==> src/rtl/layer_argmax.sv <==
// Argmax classifier stage: consumes an M-element signed vector and emits the index of its maximum.
// Define ARGMAX_VALUE_OUT_EN to emit a second beat carrying the signed maximum value.
//
// state      | meaning
// INIT       | one idle cycle after reset, input not yet accepted
// COLLECT    | accepting vector elements, tracking running max and its index
// OUT_IDX    | presenting the winning index, waiting for m_ready
// OUT_VAL    | presenting the max value (ARGMAX_VALUE_OUT_EN only)
module layer_argmax #(
  parameter int M     = 8,
  parameter int LOGM  = 3,
  parameter int WIDTH = 16
) (
  input  logic             clk,
  input  logic             reset,
  input  logic             s_valid,
  output logic             s_ready,
  input  logic [WIDTH-1:0] data_in,
  output logic             m_valid,
  input  logic             m_ready,
  output logic [WIDTH-1:0] data_out
);

  typedef enum logic [1:0] {
    ST_INIT    = 2'd0,
    ST_COLLECT = 2'd1,
`ifdef ARGMAX_VALUE_OUT_EN
    ST_OUT_IDX = 2'd2,
    ST_OUT_VAL = 2'd3
`else
    ST_OUT_IDX = 2'd2
`endif
  } state_t;

  state_t                    state_q, state_d;
  logic [LOGM-1:0]           cnt_q, cnt_d;
  logic signed [WIDTH-1:0]   max_q, max_d;
  logic [LOGM-1:0]           idx_q, idx_d;
  logic                      s_ready_q, s_ready_d;
  logic                      m_valid_q, m_valid_d;
  logic [WIDTH-1:0]          data_out_q, data_out_d;

  logic                      accept;
  logic                      is_max;
  logic                      last_elem;

  assign s_ready  = s_ready_q;
  assign m_valid  = m_valid_q;
  assign data_out = data_out_q;

  assign accept    = s_valid && s_ready_q;
  // Element 0 always wins so the running max never depends on a stale value.
  assign is_max    = (cnt_q == '0) || ($signed(data_in) > max_q);
  assign last_elem = (cnt_q == LOGM'(M - 1));

  always_comb begin
    state_d    = state_q;
    cnt_d      = cnt_q;
    max_d      = max_q;
    idx_d      = idx_q;
    s_ready_d  = s_ready_q;
    m_valid_d  = m_valid_q;
    data_out_d = data_out_q;

    case (state_q)
      ST_INIT: begin
        state_d   = ST_COLLECT;
        s_ready_d = 1'b1;
      end

      ST_COLLECT: begin
        if (accept) begin
          if (is_max) begin
            max_d = $signed(data_in);
            idx_d = cnt_q;
          end
          if (last_elem) begin
            cnt_d      = '0;
            s_ready_d  = 1'b0;
            m_valid_d  = 1'b1;
            data_out_d = WIDTH'(is_max ? cnt_q : idx_q);
            state_d    = ST_OUT_IDX;
          end else begin
            cnt_d = cnt_q + 1'b1;
          end
        end
      end

      ST_OUT_IDX: begin
        if (m_ready) begin
`ifdef ARGMAX_VALUE_OUT_EN
          data_out_d = max_q;
          state_d    = ST_OUT_VAL;
`else
          m_valid_d = 1'b0;
          s_ready_d = 1'b1;
          state_d   = ST_COLLECT;
`endif
        end
      end

`ifdef ARGMAX_VALUE_OUT_EN
      ST_OUT_VAL: begin
        if (m_ready) begin
          m_valid_d = 1'b0;
          s_ready_d = 1'b1;
          state_d   = ST_COLLECT;
        end
      end
`endif

      default: begin
        state_d   = ST_INIT;
        s_ready_d = 1'b0;
        m_valid_d = 1'b0;
      end
    endcase
  end

  always_ff @(posedge clk) begin
    if (reset) begin
      state_q    <= ST_INIT;
      cnt_q      <= '0;
      max_q      <= '0;
      idx_q      <= '0;
      s_ready_q  <= 1'b0;
      m_valid_q  <= 1'b0;
      data_out_q <= '0;
    end else begin
      state_q    <= state_d;
      cnt_q      <= cnt_d;
      max_q      <= max_d;
      idx_q      <= idx_d;
      s_ready_q  <= s_ready_d;
      m_valid_q  <= m_valid_d;
      data_out_q <= data_out_d;
    end
  end

endmodule

==> config.mk <==
export PLATFORM = sky130hd
export DESIGN_NAME = layer_argmax
export DESIGN_NICKNAME = d
export VERILOG_FILES = /design/src/rtl/layer_argmax.sv
export SDC_FILE = /design/constraint.sdc
export NUM_CORES = 1
export LEC_CHECK = 0
export ABC_AREA = 1
export CAP_MARGIN = 15
export CORE_ASPECT_RATIO = 0.6
export CORE_UTILIZATION = 45
export DETAILED_ROUTE_END_ITERATION = 10
export PLACE_DENSITY_LB_ADDON = 0.15
export SETUP_SLACK_MARGIN = 0.15
export SLEW_MARGIN = 25
export SYNTH_ARGS = -nofsm -noshare
export SYNTH_HDL_FRONTEND = slang
export SYNTH_SLANG_ARGS = --single-unit
==> constraint.sdc <==
create_clock -name clk -period 2.79 [get_ports clk]
set_input_delay 0.558 -clock clk [delete_from_list [all_inputs] [get_ports clk]]
set_output_delay 0.558 -clock clk [all_outputs]
set_load 0.05 [all_outputs]
# --- After elaboration in Yosys (flattened, before gate mapping) ---
# Index checks and enable logic that the tools add are counted.
# Widths: inputs -> output; s select.
totals:
  ff_bits: 42
  latchBits: 0
  ramBits: 0
  rom_bits: 0
  inputBits: 20
  out_inout_bits: 18
  wordCells: 39
  mem_count: 0
op_classes:
  add_sub_neg: 1
  n_mul: 0
  div: 0
  n_lt_le_gt_ge: 1
  n_eq_ne: 6
  n_shift: 0
  n_mux: 14
  bitwise_logic: 1
  n_reduce_logical: 9
ops:
  columns: ["cell", "n"]
  rows:
  - ["$gt 16x16->1", 1]
  - ["$reduce_and 3->1", 3]
  - ["$mux 1", 6]
  - ["$mux 2", 3]
  - ["$mux 3", 2]
  - ["$ne 2x2->1 const B", 3]
  - ["$pmux 1 s3", 2]
  - ["$pmux 2 s3", 1]
  - ["$reduce_and 4->1", 1]
  - ["$add 3x1->3 const B", 1]
  - ["$eq 3x3->1 const B", 1]
  - ["$logic_not 3->1", 1]
  - ["$eq 2x1->1 const B", 1]
  - ["$eq 2x2->1 const B", 1]
  - ["$logic_not 2->1", 1]
  - ["$reduce_and 2->1", 1]
  - ["$logic_and 1x1->1", 1]
  - ["$logic_or 1x1->1", 1]
  - ["$not 1->1", 1]

# --- Depth between registers and ports, before layout ---
# Gate-level depths: netlist (run 1).
logic_depth:
  ltp_word: 4
  mapped_depth: 18
  ltp_nobuf: 18

# --- Least setup slack after synthesis (run 1) ---
# Ideal clock, no wire load.
synth_timing:
  path_kind: "input to register"
  start: "input data_in[15]"
  end: "register max_q[11]"
  t_arrival_ps: 1861
  required_ps: 2675
  setup_slack_ps: 814
  path_stages: 13
  cell_sequence: "ha_1 nand2_2 o21bai_1 nand2_1 a21oi_2 nand2_1 nand2_1 nand3_2 nand2_4 buf_6 nand3b_1 nand2_1 nor2_1"
synth_via:
  elab_chain_len: 3
synth_rtl:
  columns: ["item", "line_no", "source"]
  rows:
  - ["from (decl)", "18", "input logic [WIDTH-1:0] data_in,"]
  - ["$gt 16x16->1", "53", "assign is_max = (cnt_q == '0) || ($signed(data_in) > max_q);"]
  - ["$logic_or 1x1->1", "53", null]
  - ["$reduce_and 3->1 (no line)", null, null]
  - ["to (signal assigned)", "132", "max_q <= max_d;"]
  - ["to (decl)", "37", "logic signed [WIDTH-1:0] max_q, max_d;"]
# No other way between the ends.
# A chain may end at the register's enable or synchronous reset.

# --- Worst setup path in the final report (run 1) ---
layout_timing:
  start: "input data_in[9]"
  end: "register max_q[4]"
# Same word-level chain as after synthesis.

==> results of run 1 <==
cells in the mapped netlist:
| cell type | number | area [sq um] |
|---|---|---|
| nand3b_1 | 16 | 120 |
| nor2_1 | 34 | 128 |
| a21o_1 | 1 | 7.51 |
| nand4_1 | 1 | 6.26 |
| o21bai_1 | 1 | 7.51 |
| inv_1 | 32 | 120 |
| buf_6 | 3 | 33.8 |
| nor3_2 | 1 | 10.0 |
| a21oi_1 | 24 | 120 |
| nand2_4 | 1 | 11.3 |
| a21oi_2 | 1 | 8.76 |
| nand3_2 | 1 | 10.0 |
| dfxtp_1 | 28 | 561 |
| buf_4 | 13 | 97.6 |
| o21ai_0 | 5 | 25.0 |
| nand2_1 | 53 | 199 |
| nand2_2 | 2 | 12.5 |
| inv_2 | 1 | 3.75 |
| a211oi_1 | 1 | 7.51 |
| nand3_1 | 9 | 45.0 |
| buf_2 | 4 | 20.0 |
| ha_1 | 19 | 238 |
| conb_1 | 1 | 3.75 |
| buf_1 | 1 | 3.75 |
worst max-delay path, cell delays in order:
cell,delay (ps)
clkdlybuf4s50_1,420
ha_1,320
nand2_1,70
nand2_1,50
nand3_1,60
nand2_1,80
a21oi_2,150
nand2_1,70
nand2_1,70
nand3_2,110
nand2_4,150
buf_12,170
nand3b_1,90
nand2_1,60
nor2_1,40
cell type report:
class                      instances  area (sq um)  area share (%)
inverter                          33           124            5.98
sequential                        28           561            27.1
tap                               47          58.8            2.84
timing repair buffer              28           283            13.6
clock buffer                       3          41.3            1.99
multi-input combinational        183          1000            48.5
cells by family after synthesis:
logic type / count (synthesis) / share of synthesized area [%]
AND/OR/NAND/NOR: 118 / 30.1
buffers and inverters: 54 / 15.5
AO/OA/AOI/OAI: 33 / 9.81
flip-flops: 28 / 31.2
adder cells (fa/ha/maj): 19 / 13.2
other: 1 / 0.208
flip-flops by register name, indices dropped and copies added (netlist names):
signal,count
m_valid,1
cnt_q,3
max_q,16
s_ready,1
data_out,3
idx_q,3
state_q,1
metrics by stage:
step,util [%],worst slack [ps],power [uW]
after floorplan,-,814,676
after global placement,54.2,199,728
after detailed placement,54.2,151,731
after CTS,55.3,455,952
after global routing,55.3,244,1010
final,55.3,470,940
power groups by stage:
stage               Clock [uW]  Sequential (uW)  Combinational (uW)
floorplan                    0              449                 226
global placement             0              448                 280
finish                     218              439                 284
CTS                        229              439                 285
global route               244              442                 322
detailed placement           0              448                 283
layout by cell type (no fill, tap or decap), drive strengths merged:
master         count
nand4              1
o21bai             1
nand3             10
ha                19
nor2              34
nand2             56
o21ai              5
a21o               1
dfxtp             28
clkbuf             3
buf                4
nor3               1
nand3b            16
a211oi             1
inv               33
conb              13
a21oi             25
clkdlybuf4s50     24
worst max path at each step:
stage / from / cells after the start / slack, ps / endpoint
6_report: data_in[9] / 15 / 470 / max_q[4]
5_1_grt: data_in[13] / 15 / 240 / max_q[13]
4_1_cts: data_in[15] / 14 / 450 / max_q[4]
3_5_place_dp: data_in[15] / 14 / 150 / max_q[4]
3_3_place_gp: data_in[15] / 14 / 200 / idx_q[2]
2_1_floorplan: data_in[15] / 13 / 810 / max_q[11]
routing by layer:
metal	wire [microns]	global-route usage (%)	part of all wire (%)
met2	1300	25.5	39
met5	0	0	0
met1	1890	23.4	57
met4	10	3.39	0.30
met3	135	4.36	4.0
==> results by group, run 1 <==
Run status
  – Outcome: finished, final reports clean

GRT
  – First-pass GRT wire length: 5.67 mm
  – Vias in the first global route: 1269
  – Gr ovfl total: 0
  – Largest net degree at the start of global routing: 25
  – Initial antenna violation count: 0
  – Total track usage: 16.6%

Layout
  – Fillcell total: 364
  – Post-route cell area: 2070 sq um
  – Final std cells w/o fill: 322
  – Share of cells above drive strength 1: 5.09%
  – Antenna cells: 0
  – Final Net Count: 316
  – Area Overhead vs Synth: 15.2%

Routing
  – Vias: 1523
  – Final wirelength: 3.34 mm
  – Antenna Violating Nets Remaining: 0
  – Via-to-Cell Ratio: 4.73
  – DRT Pass-1 Iters: 4
  – DRC: 0
  – Avg WL per Cell: 10.4 microns
  – DR iter-0 viols: 61

Placement
  – Cell area after placement: 2030 sq um
  – Hpwl dp: 2.49 mm
  – Placed cells: 319
  – IO Port Bufs: 24
  – Gpl congestion: 0.797

Clock tree
  – CTS Buf Count: 3
  – CTS H-Tree Depth: 1
  – CTS sink count: 28
  – Clock Pin Slew Worst Setup and Hold Paths: 90 ps
  – Cts hold-fix bufs: 0
  – Root buf cell: clkbuf_8
  – Worst-skew pair later-pin latency: 270 ps
  – TritonCTS clock tree: built
  – Post-CTS setup buffer count: 0
  – CTS max path bufs: 2
  – Post-cts gate resize count: 0

Synth
  – YS warnings: 0
  – Sequential element share of the synthesized area: 31.2%
  – Area of the mapped netlist: 1800 sq um
  – Synth cell types: 24
  – Cell count after synthesis: 253
  – Average size of a mapped cell: 7.11 sq um
  – #FFs+latches synth: 28

Power
  – Sw power: 308 uW
  – Sw frac: 32.8%
  – Power density over the cells: 454 nW/um^2
  – Clock share of power: 23.2%
  – Comb power frac: 30.2%
  – Internal power: 632 uW
  – Sequential fraction of design power: 46.7%
  – Maximum vdd drop: 228 uV
  – Leakage power: 0.000984 uW

Critical path
  – Reg2Reg Launch Point: max_q[9]
  – CP Launch Type: input port
  – R2R setup slack: 820 ps
  – Crit end category: flop
  – Register-to-Register Path Depth: 15
  – Crit path max fanout: 24
  – WP data arrival: 2490 ps
  – CP Class: input port to flop
  – Worst EP required: 2960 ps
  – Reg2Reg Capture Point: max_q[4]

Floorplan
  – Die Y: 51.0 microns
  – Core area: 3740 sq um
  – I/O pin cnt: 38
  – Die ar.: 4260 sq um
  – Die width: 83.6 microns
  – # rows: 17
  – Initial core utilization: 48.1%

Timing
  – Setup TNS: 0 ps
  – Max Slew Vio Count: 0
  – Final hold vios: 0
  – Max Freq: 0.431 GHz
  – Unrepaired setup endpoints after global routing: false
  – Final period utilization: 83.1%
  – Final hold slack: 457 ps
  – Minimum clock period: 2320 ps
  – Clock skew: 2.43 ps
  – # setup viols final: 0

Hold path
  – Worst hold path class: flop to flop
  – Hold Path Depth: 2
  – Worst Hold Launch: data_out[1]
  – Hold EP: data_out[1]

Job
  – Max-cap violations: 0
No activity file was read; power rests on OpenSTA's default activity.
==> run 2, diff against run 1 <==
==> constraint.sdc (replaced) <==
create_clock -name clk -period 2.15 [get_ports clk]
set_input_delay 0.43 -clock clk [delete_from_list [all_inputs] [get_ports clk]]
set_output_delay 0.43 -clock clk [all_outputs]
set_load 0.05 [all_outputs]
==> run 2 against run 1 <==
  * Sequential power increased by 31%
  * Non-clock buffer count rose by 27
  * Combinational power rose by 96%
  * Worst hold slack lost 6.0 ps
  * First-iteration DRC count down 21%
  * Critical path depth shrank 2
  * Worst setup slack got worse by 300 ps
  * Routed wire length grew 23%
  * Power rose by 51%
==> results by group, run 2 (synthesis results as in run 1) <==
Placement
  – IO Port Bufs: 24 (unchanged)
  – Gpl congestion: 0.807 (+1.2%)
  – Hpwl dp: 2.45 mm (-1.5%)
  – Setup WS pre-CTS: -262 ps (-413 ps)

Layout
  – Share of cells above drive strength 1: 29.1% (+24 points)
  – Fillcell total: 334 (-8.2%)
  – Final Net Count: 343 (+8.5%)
  – Area Overhead vs Synth: 42.5%
  – Most flops, register: max_q
  – Register area: 576 sq um (+2.7%)
  – Commonest non-fill, non-tap cell in the layout: nand2_1
  – Largest register FFs: 16 (unchanged)
  – Commonest cells after routing, fill and taps aside: nand2_1, nor2_1, inv_1
  – Antenna cells: 0 (unchanged)
  – Area of the multi-input gates: 1190 sq um (+19%)

Critical path
  – Worst EP required: 2320 ps (-640 ps)
  – Register-to-Register Path Depth: 13 (-2)
  – WP data arrival: 2160 ps (-330 ps)
  – R2R setup slack: 170 ps (-650 ps)
  – Reg2Reg Capture Point: max_q[7]
  – CP Class: flop to flop
  – CP Launch Type: flop
  – Crit path max fanout: 8 (-67%)
  – Crit-path cells: inv_2 -> ha_4 -> nand4_1 -> nor3_4 -> nand2_2 -> nand2_1 -> nand2_1 -> nand3_2 -> nand2_4 -> buf_4 -> buf_16 -> a21oi_1 -> nor2_1
  – Worst path max stage delay: 350 ps (-70 ps)
  – CP max-delay cell: dfxtp_2
  – Crit end category: flop
  – Most frequent cell on the critical path: nand2_1
  – Reg2Reg Launch Point: max_q[11]

Clock tree
  – Worst-skew pair later-pin latency: 270 ps (about the same)
  – Root buf cell: clkbuf_8
  – CTS max path bufs: 2 (unchanged)
  – CTS H-Tree Depth: 1 (unchanged)
  – TritonCTS clock tree: built
  – Cts hold-fix bufs: 0 (unchanged)
  – CTS sink count: 28 (unchanged)
  – Clock Pin Slew Worst Setup and Hold Paths: 100 ps (about the same)
  – CTS Buf Count: 3 (unchanged)

GRT
  – M3 GR Usage: 4.85% (+0.48 points)
  – Initial antenna violation count: 0 (unchanged)
  – GR Layer Usage met2: 30.2% (+4.7 points)
  – Gr ovfl total: 0 (unchanged)
  – Largest net degree at the start of global routing: 35 (+40%)
  – Vias in the first global route: 1430 (+13%)
  – Global route hottest layer: met2
  – Met1 Track Usage GR: 25.7% (+2.2 points)
  – Total track usage: 18.5% (+1.9 points)
  – First-pass GRT wire length: 6.33 mm (+12%)

Run status
  – Outcome: finished, final reports clean

Routing
  – DRC: 0 (unchanged)
  – Avg WL per Cell: 11.8 microns (+14%)
  – DR iter-0 viols: 48 (-21%)
  – Antenna Violating Nets Remaining: 0 (unchanged)
  – DRT Pass-1 Iters: 4 (unchanged)
  – Final wirelength: 4.11 mm (+23%)
  – Vias: 1641 (+7.7%)
  – Via-to-Cell Ratio: 4.70 (-0.59%)

Timing
  – Unrepaired setup endpoints after global routing: true
  – Setup TNS: 0 ps (unchanged)
  – Clock skew: 9.88 ps (+7.45 ps)
  – Max Freq: 0.504 GHz
  – Worst-Margin Slew: 498 ps
  – Minimum clock period: 1980 ps
  – Final period utilization: 92.3%
  – Final hold vios: 0 (unchanged)
  – Max Slew Vio Count: 0 (unchanged)
  – # setup viols final: 0 (unchanged)
  – Slew margin rel.: 66.7%
  – Setup slack after layout: 165 ps (-305 ps)

Hold path
  – Worst Hold Launch: data_out[0]
  – Hold Path Depth: 2 (unchanged)
  – Worst hold path class: flop to flop
  – Hold EP: data_out[0]

Floorplan
  – Die width: 83.6 microns (unchanged)
  – Die ar.: 4260 sq um (unchanged)
  – Core area: 3740 sq um (unchanged)
  – Initial core utilization: 48.1% (unchanged)
  – # rows: 17 (unchanged)
  – Die Y: 51.0 microns (unchanged)
  – I/O pin cnt: 38 (unchanged)

Power
  – Maximum vdd drop: 332 uV (+46%)
  – Power density over the cells: 553 nW/um^2 (+22%)
  – Leakage power: 0.00121 uW (+23%)

Job
  – Max-cap violations: 0 (unchanged)
run 2: changes by cell type in the layout (fill, tap and decap cells not counted), sizes merged:
| cell | delta |
|---|---|
| clkbuf | +5 |
| clkdlybuf4s50 | -16 |
| buf | +27 |
| clkdlybuf4s15 | +5 |
| dlygate4sd2 | +6 |
run 2: final cells by class:
type | instances | area share (%)
Timing Repair Buffer | 55 | 22.3
Sequential cell | 28 | 22.4
Tap cell | 47 | 2.29
Clock buffer | 3 | 1.61
Inverter | 33 | 4.83
Multi-Input combinational cell | 183 | 46.6
run 2: how the worst max path moves through the flow:
stage / start / to / slack, ps / cells past startpoint
global placement: data_in[15] / max_q[1] / -230 / 14
floorplan: data_in[15] / max_q[11] / 300 / 13
detailed placement: data_in[15] / max_q[7] / -260 / 14
global route: max_q[11] / max_q[7] / 70 / 13
CTS: data_in[13] / max_q[5] / 150 / 14
finish: max_q[11] / max_q[7] / 170 / 13
run 2: where the power goes:
part / total (uW) / switching [uW] / leakage, uW / internal, uW
registers: 575 / 18.8 / 0.000234 / 557
logic: 558 / 292 / 0.000951 / 266
clock network: 284 / 158 / 0.0000216 / 126
total: 1420 / 469 / 0.00121 / 948
run 2: worst max-delay path, delay by kind of cell, from the launching register on:
| kind | cells | cell delay (ps) |
|---|---|---|
| buf+inv | 3 | 350 |
| simple gates | 8 | 790 |
| flops | 1 | 350 |
| fa+ha+maj | 1 | 270 |
| compound gates | 1 | 130 |
run 2: layer usage:
layer	vias to the layer above	wire length [microns]
li1	884	-
met1	727	2160
met3	2	158
met2	28	1780
met4	0	10
met5	-	0
run 2: through the flow:
stage / hold slack, ps / cell area [sq um] / total power (uW) / utilization [%] / cells
final: 451 / 2560 / 1420 / 68.5 / 349
after global routing: 467 / 2560 / 1520 / 68.5 / 349
after CTS: 455 / 2370 / 1350 / 63.2 / 347
after detailed placement: 439 / 2130 / 986 / 56.8 / 325
after global placement: 438 / 2130 / 983 / 56.8 / 325
after floorplan: 434 / 1840 / 877 / - / 265
run 2: timing repair:
action / 4_1_cts / 5_1_grt
cloned: 2 / 0
pin swaps: 11 / 23
setup buffers: 17 / 2
setup endpoints to repair: 22 / 22
resized for setup: 26 / 57
==> run 3, diff against run 2 <==
--- a/config.mk
+++ b/config.mk
@@ -11,6 +11,7 @@
 export CORE_UTILIZATION = 45
 export DETAILED_ROUTE_END_ITERATION = 10
 export PLACE_DENSITY_LB_ADDON = 0.15
+export REMOVE_ABC_BUFFERS = 1
 export SETUP_SLACK_MARGIN = 0.15
 export SLEW_MARGIN = 25
 export SYNTH_ARGS = -nofsm -noshare
==> run 3 against run 2 <==
  * Critical path depth increased by 1
  * Clock power grew 50%
  * Worst setup slack got worse by 120 ps
  * Clock skew down 0.76 ps
  * Sequential share of layout area grew 0.26 points
  * First-iteration DRC count increased by 110%
  * Routed wire length is 5.0% higher
  * Highest routed layer unchanged
  * Via count is 1.8% higher
  * Sequential power barely moved
  * Utilization decreased by 1.7 points
==> results by group, run 3 (synthesis results as in run 1) <==
Layout
  – Fin util: 66.8% (-1.7 points)
  – Register area: 568 sq um (-1.3%)
  – Largest register FFs: 16 (unchanged)
  – Antenna cells: 0 (unchanged)
  – Final Net Count: 334 (-2.6%)
  – Area Overhead vs Synth: 39.0%
  – Final std cells w/o fill: 341 (-2.3%)
  – Commonest non-fill, non-tap cell in the layout: nand2_1
  – Commonest cells after routing, fill and taps aside: nand2_1, nor2_1, inv_1
  – Most flops, register: max_q
  – Area of the multi-input gates: 1170 sq um (-1.8%)
  – Share of cells above drive strength 1: 24.1% (-5.0 points)
  – Fillcell total: 314 (-6.0%)

Critical path
  – WP data arrival: 2330 ps (+170 ps)
  – CP Launch Type: input port
  – Worst EP required: 2370 ps (+50 ps)
  – Worst Setup SP: data_in[8]
  – Crit path max fanout: 6 (-2)
  – Register-to-Register Path Depth: 15 (+2)
  – R2R setup slack: 50 ps (-120 ps)
  – Reg2Reg Capture Point: max_q[14]
  – Crit end category: flop
  – Reg2Reg Launch Point: max_q[11]
  – CP Class: input port to flop

GRT
  – Total track usage: 19.9% (+1.4 points)
  – Largest net degree at the start of global routing: 35 (unchanged)
  – Vias in the first global route: 1386 (-3.1%)
  – Gr ovfl total: 0 (unchanged)
  – First-pass GRT wire length: 6.65 mm (+5.1%)
  – Initial antenna violation count: 0 (unchanged)

Timing
  – Final hold vios: 0 (unchanged)
  – Minimum clock period: 2110 ps (+124 ps)
  – Max Slew Vio Count: 0 (unchanged)
  – # setup viols final: 0 (unchanged)
  – Clock skew: 9.12 ps (-0.759 ps)
  – Unrepaired setup endpoints after global routing: true
  – Max Freq: 0.474 GHz (-5.9%)
  – Final period utilization: 98.1% (+5.8 points)
  – Final hold slack: 460 ps (+9.12 ps)
  – Setup slack after layout: 41.0 ps (-124 ps)

Floorplan
  – Core area: 3740 sq um (unchanged)
  – Die ar.: 4260 sq um (unchanged)
  – I/O pin cnt: 38 (unchanged)
  – Initial core utilization: 48.1% (unchanged)
  – Die Y: 51.0 microns (unchanged)
  – # rows: 17 (unchanged)
  – Die width: 83.6 microns (unchanged)

Hold path
  – Hold Path Depth: 2 (unchanged)
  – Worst Hold Launch: data_out[0]
  – Hold EP: data_out[0]
  – Worst hold path class: flop to flop

Power
  – Leakage power: 0.00116 uW (-3.9%)
  – Maximum vdd drop: 354 uV (+6.6%)
  – Power density over the cells: 621 nW/um^2 (+12%)

Clock tree
  – CTS H-Tree Depth: 1 (unchanged)
  – Cts hold-fix bufs: 0 (unchanged)
  – Worst-skew pair later-pin latency: 290 ps (+20 ps)
  – CTS Buf Count: 3 (unchanged)
  – CTS sink count: 28 (unchanged)
  – Clock Pin Slew Worst Setup and Hold Paths: 90 ps (about the same)
  – CTS max path bufs: 2 (unchanged)
  – Root buf cell: clkbuf_8
  – TritonCTS clock tree: built

Placement
  – IO Port Bufs: 24 (unchanged)
  – Hpwl dp: 2.72 mm (+11%)
  – Placed cells: 325 (unchanged)
  – Setup WS pre-CTS: -271 ps (-8.58 ps)
  – Gpl congestion: 0.837 (+3.7%)

Routing
  – DR iter-0 viols: 99 (+110%)
  – Antenna Violating Nets Remaining: 0 (unchanged)
  – DRT Pass-1 Iters: 4 (unchanged)
  – Vias: 1670 (+1.8%)
  – DRC: 0 (unchanged)
  – Via-to-Cell Ratio: 4.90 (+4.2%)
  – Avg WL per Cell: 12.7 microns (+7.4%)
  – Final wirelength: 4.32 mm (+5.0%)

Run status
  – Outcome: finished, final reports clean

Job
  – Max-cap violations: 0 (unchanged)
## run 3: report_power, final
part | switching (uW) | internal (uW)
sequential | 19.0 | 555
combinational | 296 | 257
clock | 177 | 250
## run 3: metrics by stage
step | total power, uW | setup TNS (ps) | cell area [sq um]
final | 1550 | 0 | 2500
after global routing | 1640 | -975 | 2500
after CTS | 1490 | 0 | 2370
after detailed placement | 987 | -5450 | 2110
after global placement | 982 | -5050 | 2110
after floorplan | 839 | 0 | 1690
## run 3: what timing repair did
item	CTS	global route
gates resized for setup	41	26
pin swaps	19	17
endpoints found under the hold margin	0	0
endpoints found under the setup margin	22	22
setup buffers	6	4
gates cloned	2	0
## run 3: cell type report
class | count | share of cell area [%]
repair buffers | 46 | 20.3
inverters | 33 | 4.95
clock buffers | 3 | 1.65
clock inverters | 1 | 1.20
well taps | 47 | 2.35
flip-flops and latches | 28 | 22.7
multi-input cells | 183 | 46.9
## run 3: worst max-delay path by stage
stage	to	slack (ps)
after CTS	max_q[9]	150
after global placement	max_q[7]	-250
final	max_q[1]	40
after global routing	max_q[1]	-90
after floorplan	idx_q[0]	230
after detailed placement	max_q[14]	-270
## run 3: worst max-delay path: stages
cell           delay, ps
dlygate4sd2_1        270
ha_4                 270
nand4_1              140
nor3_2               230
nand2_1              130
nand2_1              100
nand2_1               70
nand3_2               80
nand2_4               90
buf_6                130
buf_12               120
nand3b_1              80
nand2_1               70
nor2_1               120
## run 3: metal layers
| metal | vias to the layer above | GRT usage, % | wire length [microns] |
|---|---|---|---|
| met2 | 43 | 30.2 | 1840 |
| met5 | - | 0 | 0 |
| met4 | 0 | 4.24 | 31 |
| met1 | 759 | 28.9 | 2240 |
| met3 | 5 | 4.36 | 205 |
| li1 | 863 | - | - |
